===== src/rtl/stream_framer.sv =====
// stream_framer: FIFO-buffered AXI4-Stream re-framer that inserts TLAST every FRAME_LEN words.
//
// Ports:
//   aclk, aresetn                     clock, synchronous active-low reset
//   in_V_V_TVALID/TREADY/TDATA        upstream 32-bit word stream (from the accelerator)
//   out_V_V_TVALID/TREADY/TDATA/TLAST framed 32-bit stream towards the DMA engine
//   fifo_level                        words currently buffered (0..DEPTH)
//   frame_count                       frames fully emitted since reset, wraps at 16 bits
//
// Optional feature: define STREAM_FRAMER_CHECKSUM_EN to append one XOR checksum word
// (carrying TLAST) after every FRAME_LEN data words.
module stream_framer #(
   parameter int DEPTH     = 16,
   parameter int FRAME_LEN = 64
) (
   input  logic                     aclk,
   input  logic                     aresetn,
   input  logic                     in_V_V_TVALID,
   output logic                     in_V_V_TREADY,
   input  logic [31:0]              in_V_V_TDATA,
   output logic                     out_V_V_TVALID,
   input  logic                     out_V_V_TREADY,
   output logic [31:0]              out_V_V_TDATA,
   output logic                     out_V_V_TLAST,
   output logic [$clog2(DEPTH):0]   fifo_level,
   output logic [15:0]              frame_count
);
   localparam int AW = $clog2(DEPTH);
   localparam logic [15:0] LAST_IDX = 16'(FRAME_LEN - 1);
   logic [31:0] mem_q [DEPTH];
   logic [AW-1:0] wptr_q, rptr_q;
   logic [AW:0] level_q, level_d;
   logic [15:0] wcnt_q, wcnt_d, fcnt_q, fcnt_d;
   logic push, pop, at_last, frame_done;
   // Ready depends only on the registered level, so DMA stalls never reach upstream combinationally.
   assign in_V_V_TREADY = level_q != (AW+1)'(DEPTH);
   assign push = in_V_V_TVALID && in_V_V_TREADY;
   assign at_last = wcnt_q == LAST_IDX;
   assign fifo_level = level_q;
   assign frame_count = fcnt_q;
`ifdef STREAM_FRAMER_CHECKSUM_EN
   typedef enum logic {DATA, CSUM} state_t;
   state_t state_q, state_d;
   logic [31:0] csum_q, csum_d;
   assign out_V_V_TVALID = state_q == CSUM || level_q != '0;
   assign out_V_V_TDATA = state_q == CSUM ? csum_q : mem_q[rptr_q];
   assign out_V_V_TLAST = state_q == CSUM;
   assign pop = state_q == DATA && level_q != '0 && out_V_V_TREADY;
   assign frame_done = state_q == CSUM && out_V_V_TREADY;
   always_comb begin
      state_d = frame_done ? DATA : (pop && at_last) ? CSUM : state_q;
      csum_d = frame_done ? '0 : pop ? csum_q ^ mem_q[rptr_q] : csum_q;
   end
   always_ff @(posedge aclk) begin
      if (!aresetn) begin
         state_q <= DATA;
         csum_q <= '0;
      end else begin
         state_q <= state_d;
         csum_q <= csum_d;
      end
   end
`else
   assign out_V_V_TVALID = level_q != '0;
   assign out_V_V_TDATA = mem_q[rptr_q];
   // Gated with TVALID so TLAST stays low while idle, even when FRAME_LEN is 1.
   assign out_V_V_TLAST = out_V_V_TVALID && at_last;
   assign pop = out_V_V_TVALID && out_V_V_TREADY;
   assign frame_done = pop && at_last;
`endif
   always_comb begin
      level_d = level_q + (AW+1)'(push) - (AW+1)'(pop);
      wcnt_d = pop ? (at_last ? '0 : wcnt_q + 16'd1) : wcnt_q;
      fcnt_d = fcnt_q + 16'(frame_done);
   end
   always_ff @(posedge aclk) begin
      if (!aresetn) begin
         wptr_q <= '0;
         rptr_q <= '0;
         level_q <= '0;
         wcnt_q <= '0;
         fcnt_q <= '0;
      end else begin
         wptr_q <= wptr_q + AW'(push);
         rptr_q <= rptr_q + AW'(pop);
         level_q <= level_d;
         wcnt_q <= wcnt_d;
         fcnt_q <= fcnt_d;
      end
   end
   always_ff @(posedge aclk) begin
      if (push) mem_q[wptr_q] <= in_V_V_TDATA;
   end
endmodule


===== config.mk =====
export PLATFORM = sky130hd
export DESIGN_NAME = stream_framer
export DESIGN_NICKNAME = d
export VERILOG_FILES = /design/src/rtl/stream_framer.sv
export SDC_FILE = /design/constraint.sdc
export NUM_CORES = 1
export LEC_CHECK = 0
export ABC_AREA = 1
export ABC_CLOCK_PERIOD_IN_PS = 2650
export BUFFER_PORTS_ARGS = -buffer_cell sky130_fd_sc_hd__buf_2
export CORE_ASPECT_RATIO = 0.9
export CORE_MARGIN = 5
export CORE_UTILIZATION = 25
export DETAILED_ROUTE_END_ITERATION = 8
export HOLD_SLACK_MARGIN = 0.03
export PLACE_DENSITY = 0.51
export RECOVER_POWER = 100
export SLEW_MARGIN = 30
export SYNTH_ARGS = -nofsm -noshare
export SYNTH_HDL_FRONTEND = slang
export SYNTH_SLANG_ARGS = --single-unit

===== constraint.sdc =====
create_clock -name aclk -period 2.65 [get_ports aclk]
set_input_delay 0.53 -clock aclk [delete_from_list [all_inputs] [get_ports aclk]]
set_output_delay 0.53 -clock aclk [all_outputs]
set_load 0.1 [all_outputs]

; After elaboration in Yosys (flattened, before gate mapping)
; Memory sizes are Yosys's and may differ from the RTL's. A register that Yosys moved wholly into a read port is not among the register bits.
; Cells that the tools add are included.
[word_totals]
ff_bits = 45
mem_bits_rw = 512
in_bits = 36
out_inout_bits = 56
elab_cells = 23
memories = 1
[memory_table]
columns = memory, words, word_bits, read_ports, rd_clocked_by_memory_dff, wr, line_no
row1 = mem_q, 16, 32, 1, 1, 1, 30  ; logic [31:0] mem_q [DEPTH];
[classes]
n_addsub = 6
n_eq_ne = 2
mux = 4
n_reduce_logical = 5
[ops]
columns = cell, count
row1 = $add 16x1->16, 1
row2 = $add 16x1->16 const B, 1
row3 = $eq 16x6->1 const B, 1
row4 = $mux 16, 1
row5 = $add 4x1->4, 2
row6 = $add 5x1->5, 1
row7 = $ne 5x5->1 const B, 1
row8 = $reduce_bool 5->1, 1
row9 = $sub 5x1->5, 1
row10 = $logic_and 1x1->1, 4
row11 = $mux 4, 1
row12 = $mux 1, 2

; Longest topological paths before layout
[depth]
word_depth = 4
mapped_depth = 17
depth_no_buf = 17

; Least setup slack after synthesis
; Ideal clock, no wire load.
[synth_path]
kind = register to register
from = reg level_q[2] (netlist: fifo_level[2])
to = mem mem_q[0][0] (enable)
arrival_ns = 3.889
setup_slack_ns = -1.660
stages_incl_launch_ff = 8
n_path_buf = 0
synth_period_minus_slack_ns = 4.310
cell_sequence = dfxtp_1 inv_1 ha_1 nand3_1 nand2_1 inv_1 nand3_1 nor2_1
[synth_between]
elab_chain_len = 4
[synth_rtl]
columns = element, line_no
row1 = "start, declared", 32  ; logic [AW:0] level_q, level_d;
row2 = "start signal, assigned", 86  ; level_q <= level_d;
row3 = $ne 5x5->1, 36  ; assign in_V_V_TREADY = level_q != (AW+1)'(DEPTH);
row4 = named net in_V_V_TREADY, 19  ; output logic in_V_V_TREADY,
row5 = $logic_and 1x1->1, 37  ; assign push = in_V_V_TVALID && in_V_V_TREADY;
row6 = $mux 1, 92  ; if (push) mem_q[wptr_q] <= in_V_V_TDATA;
row7 = $mux 1 (implied by the code), 92
row8 = "end, declared", 30
; The timed path passes the listed nets, and every way through them passes these cells.

==> impl_metrics.ini <==
[critical_path]
critPathLaunchType = register
crit_chain = buf_16 -> clkbuf_16 -> a21oi_1 -> o21ai_0 -> nand3_1 -> nand3_1 -> nand2_4 -> buf_12
cpMostUsedCell = nand3_1
timing.rr.start = fifo_level[3]
r2r-end = fifo_level[4]
path_class = reg -> out
worst_ep_required_time_ns = 2.12
path_max_fanout = 17
cp.depth = 8
r2r_slack_ns = 0.06
crit_family = buffers and inverters
end_kind = output pin
r2r.worst_path.cells = 13
slowest_delay_ns = 0.40
arrival_ns = 2.17
cp_num_buf_inv = 3
cpMaxStageDelayCell = dfxtp_4

[clock_tree]
htreeDepth = 2
hold_buffers = 0
insertion_delay_ns = 0.63
path_clk_slew_ns = 0.06
clock-sinks = 557
root_buffer = clkbuf_16
cts_max_path_buffers = 3
cts_inserted_buffers = 61
cts_tree = done

[yosys]
yosysSeqAreaShare = 0.701
postSynthAreaPerCell_sq_um = 11.9
synthSimpleGateAreaFrac = 0.100
yosysWarnings = 0
synth.cell_area_sq_um = 23200
synth_top_family_by_area = compound AO/OA/AOI/OAI gates
synth-compound-area-share = 0.105
synth_mux_area_frac = 0
synth_top_area_cell = edfxtp_1
synth_adder_area_share = 0.00786
synth_top_cell_area_share = 0.662
ys_types = 35
synth.net_count = 1999
ys_async_sr_fraction = 0
ys.flop_type = edfxtp_1
synth_xor_area_frac = 0.00490
yosys-top-cells-area = edfxtp_1 66%, nand3_1 4.8%, inv_1 4.8%
ys_ff_latch = 557
syn_inst = 1949
synth_edf_count = 512

[timing]
hold_viol = 0
layout_min_cycle_time_ns = 2.70
worst_pin_slew_ns = 1.17
clock_skew_ns = 0.0355
grt_setup_unrepaired = yes
min_period_over_period = 1.02
relSlewSlack = 0.226
worst_slack_ns = -0.0539
timing.final.max_slew_violations = 0
tns_ns = -0.536
holdWs_ns = 0.346
max_freq_mhz = 370
setup_viol_count_final = 21

[placement]
place_ws_ns = 0.197
hpwl_um = 30000
port_buffers = 91
dpl_cell_area_sq_um = 25900
gp_congestion = 0.732

[route]
dr.first_iter.drc_count = 1097
vias = 14756
wirelength_um = 61600
wl_per_cell_um = 18.3
dr.pass1.iters = 5
avgViaCountPerCell = 4.39
drcViolationCount = 0
drtAntennaViolNets = 0

[floorplan]
die_width_um = 331
pin_count = 92
initial_core_util = 0.251
num_rows = 106
core_sq_um = 92600
die_area_sq_um = 99100
die_y_um = 299

[pwr]
irDropWorstVdd_mv = 0.904
p_leak_nw = 9.98
p_per_area_nw_per_um2 = 1000

[grt]
grt_pass1_wl_um = 88800
grt_pass1_vias = 14109
grt_overflow = 0
grt_use_total = 0.116
antenna_found_initial = 7
grt_max_degree = 53

[flow_run]
cap_violations = 0

[run_status]
violations = negative setup slack
status = finished, violations left

[hold_path]
hp-class = in -> reg
hp-start = out_V_V_TREADY
worstHoldPathCells = 4
min_to = wcnt_q[0]

[layout]
drive_above_1_share = 0.149
final_area_sq_um = 28700
area_growth_pct = 23.6
layout.nets = 2115
area by class of cell:
type,instances,area [sq um]
fill,9319,63900
multi-input combinational,981,5500
sequential,557,16300
clock inverter,27,308
inverter,301,1140
timing repair buffer,163,2250
clock buffer,85,1650
antenna,4,10.0
tap,1242,1550
how the worst max path moves through the flow:
| stage | startpoint | to |
|---|---|---|
| floorplan | fifo_level[3] | frame_count[14] |
| global placement | fifo_level[1] | fifo_level[4] |
| detailed placement | fifo_level[1] | fifo_level[4] |
| CTS | rptr_q[0] | out_V_V_TDATA[14] |
| global route | rptr_q[0] | out_V_V_TDATA[30] |
| finish | rptr_q[0] | out_V_V_TDATA[22] |
cells in the mapped netlist (2+ instances only):
cell,n
xnor2_1,8
dfxtp_1,45
xor2_1,5
buf_4,10
buf_2,21
nand3_1,223
inv_2,2
nand4_1,5
buf_8,2
nor3_1,7
o21a_1,2
clkbuf_1,31
buf_1,8
inv_1,297
clkinv_1,2
ha_1,13
nand2_1,222
edfxtp_1,512
nor2_1,70
a21oi_1,146
o211ai_1,128
o21ai_0,63
nor2_2,3
clkbuf_2,4
o21ai_1,76
o21bai_1,2
buf_6,34
worst min-delay path, stage by stage:
cell and delay (ns):
buf_2 0.10, nand2_4 0.12, nand2_1 0.09, a21oi_1 0.05
registers in the layout, summed over array words and instances, names as in the netlist:
name	count
rptr_q	4
wptr_q	4
frame_count	16
fifo_level	5
mem_q	512
wcnt_q	16
stage by stage:
step           utilization  instances  power [mW]
5_1_grt              0.310       3358        30.1
3_5_place_dp         0.280       3212        19.2
2_1_floorplan            -       1949        16.7
6_report             0.310       3360        28.7
3_3_place_gp         0.280       3212        19.1
4_1_cts              0.306       3339        28.3
metal layers:
metal | wire (um) | part of all wire | GRT usage | vias up
met2 | 29900 | 0.49 | 0.198 | 374
met1 | 27600 | 0.45 | 0.155 | 7216
li1 | - | - | - | 7095
met5 | 26 | 0.00042 | 0 | -
met3 | 3100 | 0.050 | 0.0203 | 67
met4 | 935 | 0.015 | 0.0252 | 4
cell usage in the layout, fill, tap and decap left out, drive strengths merged:
| master | instances |
|---|---|
| edfxtp | 512 |
| inv | 300 |
| nand3 | 224 |
| nand2 | 223 |
| clkbuf | 156 |
| a21oi | 147 |
| o21ai | 139 |
| o211ai | 128 |
| buf | 92 |
| nor2 | 73 |
| dfxtp | 45 |
| clkinv | 21 |
| ha | 13 |
| xnor2 | 8 |
| nor3 | 7 |
| nand4 | 5 |
| xor2 | 5 |
| bufinv | 5 |
| diode | 4 |
| o21a | 2 |
| o21bai | 2 |
| clkinvlp | 2 |
| and3 | 1 |
| a211oi | 1 |
| and2 | 1 |
| a31oi | 1 |
| fa | 1 |
cells by family after synthesis:
family	count (synthesis)
and+or+nand+nor	534
xor gates and xnor gates	13
buffers and inverters	411
DFF	557
adders and majority gates	14
AOI/OAI and AO/OA	420
timing repair:
action                     in CTS  in global routing
pin swaps                       7                 15
resized for setup              50                 57
setup buffers                   8                  0
setup endpoints to repair      33                 32
cloned                          7                 18
report_power, final:
part | leakage (nW) | internal (mW) | total, mW | switching, mW
Sequential | 4.99 | 9.94 | 10.1 | 0.148
Combinational | 4.05 | 3.73 | 10.4 | 6.69
Clock | 0.941 | 4.82 | 8.22 | 3.39
Power figures use the tool's default switching activity.
